--- config.mk ---
export PLATFORM = sky130hd
export DESIGN_NAME = stall_sequencer_flat
export DESIGN_NICKNAME = d
export VERILOG_FILES = /design/src/rtl/stall_sequencer_if.sv /design/src/rtl/stall_sequencer.sv /design/src/flat_wrapper.sv
export SDC_FILE = /design/constraint.sdc
export NUM_CORES = 1
export LEC_CHECK = 0
export ABC_AREA = 1
export BUFFER_PORTS_ARGS = -buffer_cell sky130_fd_sc_hd__buf_2
export CAP_MARGIN = 5
export CORE_ASPECT_RATIO = 1.5
export CORE_MARGIN = 3
export CORE_UTILIZATION = 40
export CTS_BUF_LIST = sky130_fd_sc_hd__clkbuf_4
export CTS_CLUSTER_SIZE = 30
export DETAILED_ROUTE_END_ITERATION = 6
export GPL_TIMING_DRIVEN = 0
export PLACE_DENSITY = 0.69
export SYNTH_ARGS = -nofsm -noshare
export SYNTH_HDL_FRONTEND = slang
export SYNTH_SLANG_ARGS = --single-unit
--- constraint.sdc ---
create_clock -name clk -period 3.7 [get_ports clk]
set_input_delay 1.11 -clock clk [delete_from_list [all_inputs] [get_ports clk]]
set_output_delay 1.11 -clock clk [all_outputs]
set_load 0.01 [all_outputs]
--- src/rtl/stall_sequencer_if.sv ---
// Core-facing bundle for stall_sequencer: the core presents next_pc and
// jbr_taken, the sequencer returns stall, end-of-program status and CPI counters.
interface stall_sequencer_if #(
  parameter int CNT_W = 32
);
  // Handshake: there is no valid/ready pair. next_pc and jbr_taken are sampled
  // on every rising clk edge, and every output is a register that reflects the
  // decision made at the previous edge. The core obeys stall in the same cycle
  // that stall is high.
  logic [31:0]      next_pc;
  logic             jbr_taken;
  logic             stall;
  logic             halted;
  logic             done;
  logic [CNT_W-1:0] cycle_cnt;
  logic [CNT_W-1:0] stall_cnt;
  logic [1:0]       state_dbg;

  modport master (
    output next_pc, jbr_taken,
    input  stall, halted, done, cycle_cnt, stall_cnt, state_dbg
  );

  modport slave (
    input  next_pc, jbr_taken,
    output stall, halted, done, cycle_cnt, stall_cnt, state_dbg
  );
endinterface

--- src/rtl/stall_sequencer.sv ---
// Stall and end-of-program controller for the pipelined MIPS core.
// Generates the core stall (off / fixed burst / LFSR random with a cap on
// consecutive stalls), spots the halt PC, lets the pipeline drain, then raises
// a sticky done. Also counts run cycles and stall cycles for CPI measurement.
module stall_sequencer #(
  parameter int          MODE         = 1,
  parameter int          STALL_CYCLES = 4,
  parameter int          RAND_THRESH  = 4,
  parameter logic [15:0] LFSR_SEED    = 16'hACE1,
  parameter logic [31:0] HALT_PC      = 32'h8008_8008,
  parameter int          DRAIN_CYCLES = 2,
  parameter int          CNT_W        = 32
) (
  input logic              clk,
  input logic              rst,
  stall_sequencer_if.slave bus
);

  // Reject configurations the stall logic cannot honour.
  if (LFSR_SEED == 16'h0000) begin : g_bad_seed
    $fatal(1, "stall_sequencer: LFSR_SEED must be nonzero");
  end
  if (STALL_CYCLES == 0 && MODE != 0) begin : g_bad_cycles
    $fatal(1, "stall_sequencer: STALL_CYCLES must be nonzero when stalling");
  end

  typedef enum logic [1:0] {
    ST_RUN   = 2'd0,
    ST_DRAIN = 2'd1,
    ST_DONE  = 2'd2
  } state_t;

  localparam logic [3:0]       CAP     = 4'(STALL_CYCLES);
  localparam logic [4:0]       THRESH  = 5'(RAND_THRESH);
  localparam logic [8:0]       DRAIN_N = 9'(DRAIN_CYCLES);
  localparam logic [CNT_W-1:0] CNT_MAX = {CNT_W{1'b1}};

  state_t           state;
  logic             stall_q;
  logic             halted_q;
  logic             done_q;
  logic [CNT_W-1:0] cycle_q;
  logic [CNT_W-1:0] stall_cnt_q;
  logic [3:0]       cnt;
  logic [15:0]      lfsr;
  logic [7:0]       drain_cnt;

  logic             lfsr_fb;
  logic             rand_hit;
  logic             run_stall;
  logic             halt_hit;
  logic             drain_last;

  // Next-cycle decisions: stall request while running, halt detect, drain end.
  always_comb begin
    lfsr_fb    = lfsr[15] ^ lfsr[13] ^ lfsr[12] ^ lfsr[10];
    rand_hit   = {1'b0, lfsr[3:0]} < THRESH;
    halt_hit   = (bus.next_pc == HALT_PC);
    // Adding one before the compare makes DRAIN_CYCLES=0 finish on the first
    // drain edge, and a count of N finish on the Nth drain edge.
    drain_last = (({1'b0, drain_cnt} + 9'd1) >= DRAIN_N);
    run_stall  = 1'b0;
    case (MODE)
      1:       run_stall = !bus.jbr_taken && (cnt != CAP);
      2:       run_stall = rand_hit && (cnt < CAP) && !bus.jbr_taken;
      default: run_stall = 1'b0;
    endcase
  end

  // RUN -> DRAIN -> DONE sequencer with all outputs registered alongside state.
  always_ff @(posedge clk) begin
    if (rst) begin
      state       <= ST_RUN;
      stall_q     <= 1'b0;
      halted_q    <= 1'b0;
      done_q      <= 1'b0;
      cycle_q     <= '0;
      stall_cnt_q <= '0;
      cnt         <= 4'd0;
      lfsr        <= LFSR_SEED;
      drain_cnt   <= 8'd0;
    end else begin
      case (state)
        ST_RUN: begin
          if (cycle_q != CNT_MAX) cycle_q <= cycle_q + CNT_W'(1);
          if (stall_q && stall_cnt_q != CNT_MAX) stall_cnt_q <= stall_cnt_q + CNT_W'(1);
          lfsr <= {lfsr[14:0], lfsr_fb};
          if (halt_hit) begin
            // Halt beats every stall rule so the drain starts immediately.
            state     <= ST_DRAIN;
            halted_q  <= 1'b1;
            stall_q   <= 1'b0;
            cnt       <= 4'd0;
            drain_cnt <= 8'd0;
          end else begin
            stall_q <= run_stall;
            cnt     <= run_stall ? cnt + 4'd1 : 4'd0;
          end
        end
        ST_DRAIN: begin
          if (cycle_q != CNT_MAX) cycle_q <= cycle_q + CNT_W'(1);
          if (stall_q && stall_cnt_q != CNT_MAX) stall_cnt_q <= stall_cnt_q + CNT_W'(1);
          stall_q   <= 1'b0;
          drain_cnt <= drain_cnt + 8'd1;
          if (drain_last) begin
            state  <= ST_DONE;
            done_q <= 1'b1;
          end
        end
        default: begin
          // DONE: everything frozen until reset.
          stall_q <= 1'b0;
        end
      endcase
    end
  end

  assign bus.stall     = stall_q;
  assign bus.halted    = halted_q;
  assign bus.done      = done_q;
  assign bus.cycle_cnt = cycle_q;
  assign bus.stall_cnt = stall_cnt_q;
  assign bus.state_dbg = state;

endmodule
--- src/flat_wrapper.sv ---
// flat-port wrapper written by rule: the top's interface ports become plain ports
module stall_sequencer_flat 
#(
  parameter int          MODE         = 1,
  parameter int          STALL_CYCLES = 4,
  parameter int          RAND_THRESH  = 4,
  parameter logic [15:0] LFSR_SEED    = 16'hACE1,
  parameter logic [31:0] HALT_PC      = 32'h8008_8008,
  parameter int          DRAIN_CYCLES = 2,
  parameter int          CNT_W        = 32
)
  (clk, rst, bus_next_pc, bus_jbr_taken, bus_stall, bus_halted, bus_done, bus_cycle_cnt, bus_stall_cnt, bus_state_dbg);
  stall_sequencer_if #(.CNT_W(CNT_W)) bus_i ();
  input logic clk;
  input logic rst;
  input wire logic [$bits(bus_i.next_pc)-1:0] bus_next_pc;
  input wire logic [$bits(bus_i.jbr_taken)-1:0] bus_jbr_taken;
  output wire logic [$bits(bus_i.stall)-1:0] bus_stall;
  output wire logic [$bits(bus_i.halted)-1:0] bus_halted;
  output wire logic [$bits(bus_i.done)-1:0] bus_done;
  output wire logic [$bits(bus_i.cycle_cnt)-1:0] bus_cycle_cnt;
  output wire logic [$bits(bus_i.stall_cnt)-1:0] bus_stall_cnt;
  output wire logic [$bits(bus_i.state_dbg)-1:0] bus_state_dbg;
  assign bus_i.next_pc = bus_next_pc;
  assign bus_i.jbr_taken = bus_jbr_taken;
  assign bus_stall = bus_i.stall;
  assign bus_halted = bus_i.halted;
  assign bus_done = bus_i.done;
  assign bus_cycle_cnt = bus_i.cycle_cnt;
  assign bus_stall_cnt = bus_i.stall_cnt;
  assign bus_state_dbg = bus_i.state_dbg;
  stall_sequencer #(.MODE(MODE), .STALL_CYCLES(STALL_CYCLES), .RAND_THRESH(RAND_THRESH), .LFSR_SEED(LFSR_SEED), .HALT_PC(HALT_PC), .DRAIN_CYCLES(DRAIN_CYCLES), .CNT_W(CNT_W)) u_core (.clk(clk), .rst(rst), .bus(bus_i));
endmodule
==> run metrics <==
P_sw=411 uW; top sig layer=met4; fmax=441 MHz; setup slack, reg-to-reg=between 1500 and 2000 ps; Synth area leaders=dfxtp_1 30%, nand2_1 24%, nor2_1 10%, a21oi_1 5.6%, inv_1 5.2%; Syn Nets=927; row cnt=~50; CP endpoint=bus_cycle_cnt[20]; worst setup path startpoint=u_core.bus.cycle_cnt[20]; final WL=~16000 um; CP bufs+invs=1; largest net degree at the start of global routing=15; HPWL after DPL=about 13000 um; Avg Cell Area, Syn=approximately 6 um2; Initial Util=40.8%; peak supply drop=0.144 mV; post-synth top area share=a little under a third; Setup TNS=0 ps; Max Cap Viol=0; final worst path period share=61.3%; most frequent cell after synthesis=nand2_1; asr flop ratio synth=0%; Synth Cell Area=0.00532 mm2; Core Box Area=between 0.01 and 0.015 mm2; post-layout net count=1041; setup ws final=1430 ps; vias in the first global route=5264; Setup WS pre-CTS=1120 ps; GR Overflow Total=0; Final Skew=23.8 ps; io pins=approximately 100; switching fraction of total power=between 20% and 30%; initial DRC count=260; IO Port Bufs=103; RePlAce Congestion=0.986; power density cells=260 mW/mm2; Yosys cell types=32; number of H-tree levels=3; metal3 WL=710 um; worst flop-to-flop path endpoint=u_core.bus.cycle_cnt[30]; Seq pwr share=55.1%; Die Wd=roughly 100 um; Int Pwr=1.20 mW; crit-path cells=buf_2; initial antenna violation count=1; synth warn=0; Slew @ Worst Pin=702 ps; RSZ-0062 raised after global routing=no; via/cell ratio=4.94; Wirelength per Cell=13.6 um; postcts setup bufs=0; sequential area share after synthesis=between 30% and 40%; PostCTS Resize Cnt=0; worst hold path class=reg -> reg; DIE AREA=0.0147 mm2; Routed Antenna Nets=0; Worst Path Max Fanout=5; TritonCTS clock tree=built; layout cells sized above 1=between 15 and 20%; # clock sinks=81; vias=5750; M1 wire length=about 6000 um; Setup Crit Path Kind=reg -> out; total track usage=21.7%; total iterations of the first detailed-routing run=5; clk_lat worst skew=460 ps; final setup vio count=0; Residual DRC=0; Period minus WS final=2270 ps; Leakage=2.52 nW; most frequent cells after synthesis=338 x nand2_1, 145 x nor2_1, 81 x dfxtp_1, 74 x inv_1, 59 x a21oi_1; CP peak stage delay=510 ps; cell count after synthesis=886; wire length on met2=8360 um; Die Span Y=147 um; worst flop-to-flop path startpoint=u_core.bus.cycle_cnt[0]; Root Driver=clkbuf_4; Slowest cell on crit path=dfxtp_1; cts hold-fix bufs=0; Clk pwr share=38.9%; synthesized flop and latch total=just over 80; Crit path depth=1; first-pass GRT wire length=25400 um; Worst R2R Path Depth=11; arrival time at the worst endpoint=1160 ps; run status=finished, final reports clean; Worst setup SP type=register; Crit path required time=about 2600 ps; Comb power frac=6.0%; CTS Buffer Depth=2; area grow syn2layout=16.6%; Crit. End Element=output port; clock slew at reported path FFs=150 ps; top cell family by delay on the critical path=flip-flops; Yosys top cell by area=dfxtp_1; Top FF cell, synth=dfxtp_1; Slew Limit Headroom=53.2%; CTS Buf Count=9; final hold violations=0; Max Transition Viols Final=0; count of flip-flops with a built-in enable after synthesis=0
through the flow:
step | total power [mW] | instance area [um2] | hold slack (ps) | instances | utilization, %
3_3_place_gp | 1.00 | 6030 | 437 | 1148 | 46.3
6_report | 1.61 | 6200 | 462 | 1165 | 47.6
2_1_floorplan | 0.960 | 5320 | 474 | 886 | -
3_5_place_dp | 1.00 | 6030 | 444 | 1148 | 46.3
4_1_cts | 1.63 | 6200 | 464 | 1164 | 47.6
5_1_grt | 1.68 | 6200 | 491 | 1165 | 47.6
how the worst min path moves through the flow:
stage | from | endpoint | slack [ps] | depth (start not counted)
floorplan | u_core.bus.done | u_core.bus.done | 470 | 2
finish | u_core.bus.done | u_core.bus.done | 460 | 2
global placement | u_core.bus.done | u_core.bus.done | 440 | 2
global route | u_core.bus.done | u_core.bus.done | 490 | 2
detailed placement | u_core.bus.done | u_core.bus.done | 440 | 2
CTS | u_core.bus.done | u_core.bus.done | 460 | 2
worst register-to-register path: stages, from the launching register on:
cell and delay, ps:
dfxtp_1 410, ha_1 290, nand2_1 120, nor2_4 150, nand2_2 120, nor2_2 230, nand2_1 100, nand2_2 130
inv_2 90, buf_2 200, nand2_1 110, a21oi_1 60
placed cells by master, fill, tap and decap left out, types with 2 or more instances in the layout:
| master | Yosys | routed |
|---|---|---|
| a21oi_1 | 59 | 59 |
| a21oi_2 | 10 | 10 |
| and2_1 | 3 | 3 |
| buf_2 | 4 | 107 |
| buf_4 | 3 | 3 |
| buf_6 | 3 | 3 |
| bufinv_16 | 0 | 2 |
| clkbuf_1 | 8 | 8 |
| clkbuf_4 | 0 | 10 |
| clkinvlp_4 | 0 | 3 |
| dfxtp_1 | 81 | 81 |
| ha_1 | 6 | 6 |
| inv_1 | 74 | 74 |
| inv_2 | 3 | 3 |
| nand2_1 | 338 | 338 |
| nand2_2 | 12 | 12 |
| nand3_1 | 42 | 42 |
| nand3_2 | 2 | 2 |
| nand3b_1 | 24 | 24 |
| nand4_1 | 7 | 7 |
| nor2_1 | 145 | 145 |
| nor2_2 | 9 | 9 |
| nor2_4 | 3 | 3 |
| nor3_1 | 2 | 2 |
| o21ai_0 | 16 | 16 |
| xnor2_1 | 5 | 5 |
| xor2_1 | 19 | 19 |
routing by layer:
metal / track usage, % / vias to the layer above
li1: - / 3000
met1: 23.3 / 2541
met2: 40.4 / 167
met3: 2.04 / 42
met4: 12.3 / 0
met5: 0 / -
flip-flops by register name, indices dropped and copies added (netlist names):
| register | flops |
|---|---|
| u_core.bus.done | 1 |
| u_core.bus.cycle_cnt | 32 |
| u_core.bus.stall | 1 |
| u_core.bus.stall_cnt | 32 |
| u_core.cnt | 4 |
| u_core.bus.halted | 1 |
| u_core.bus.state_dbg | 2 |
| u_core.drain_cnt | 8 |
power by group through the flow:
stage	logic [mW]	clock network, mW	registers [mW]
2_1_floorplan	0.0529	0	0.907
3_3_place_gp	0.0963	0	0.906
3_5_place_dp	0.0980	0	0.906
4_1_cts	0.0985	0.643	0.888
5_1_grt	0.109	0.679	0.889
6_report	0.0962	0.627	0.887
layout make-up:
cell class,instances,area [um2]
Clock buffer,10,75.1
Tap cell,159,199
Multi-Input combinational cell,708,3280
Inverter,78,293
Antenna cell,1,2.50
Sequential cell,81,1620
Fill cell,1468,6820
Clock inverter,6,91.3
Timing Repair Buffer,103,515
Buffer,19,126
kinds of logic (layout without fill, tap and decap cells):
family,after synthesis,count (layout),synth area share [%]
and+or+nand+nor,590,590,47.1
AOI/OAI and AO/OA,88,88,9.15
xor gates and xnor gates,24,24,3.95
buffers and inverters,97,216,7.88
other,0,1,0
DFF,81,81,30.5
adders and majority gates,6,6,1.41
Note: power is estimated with default switching activity, not from simulation.
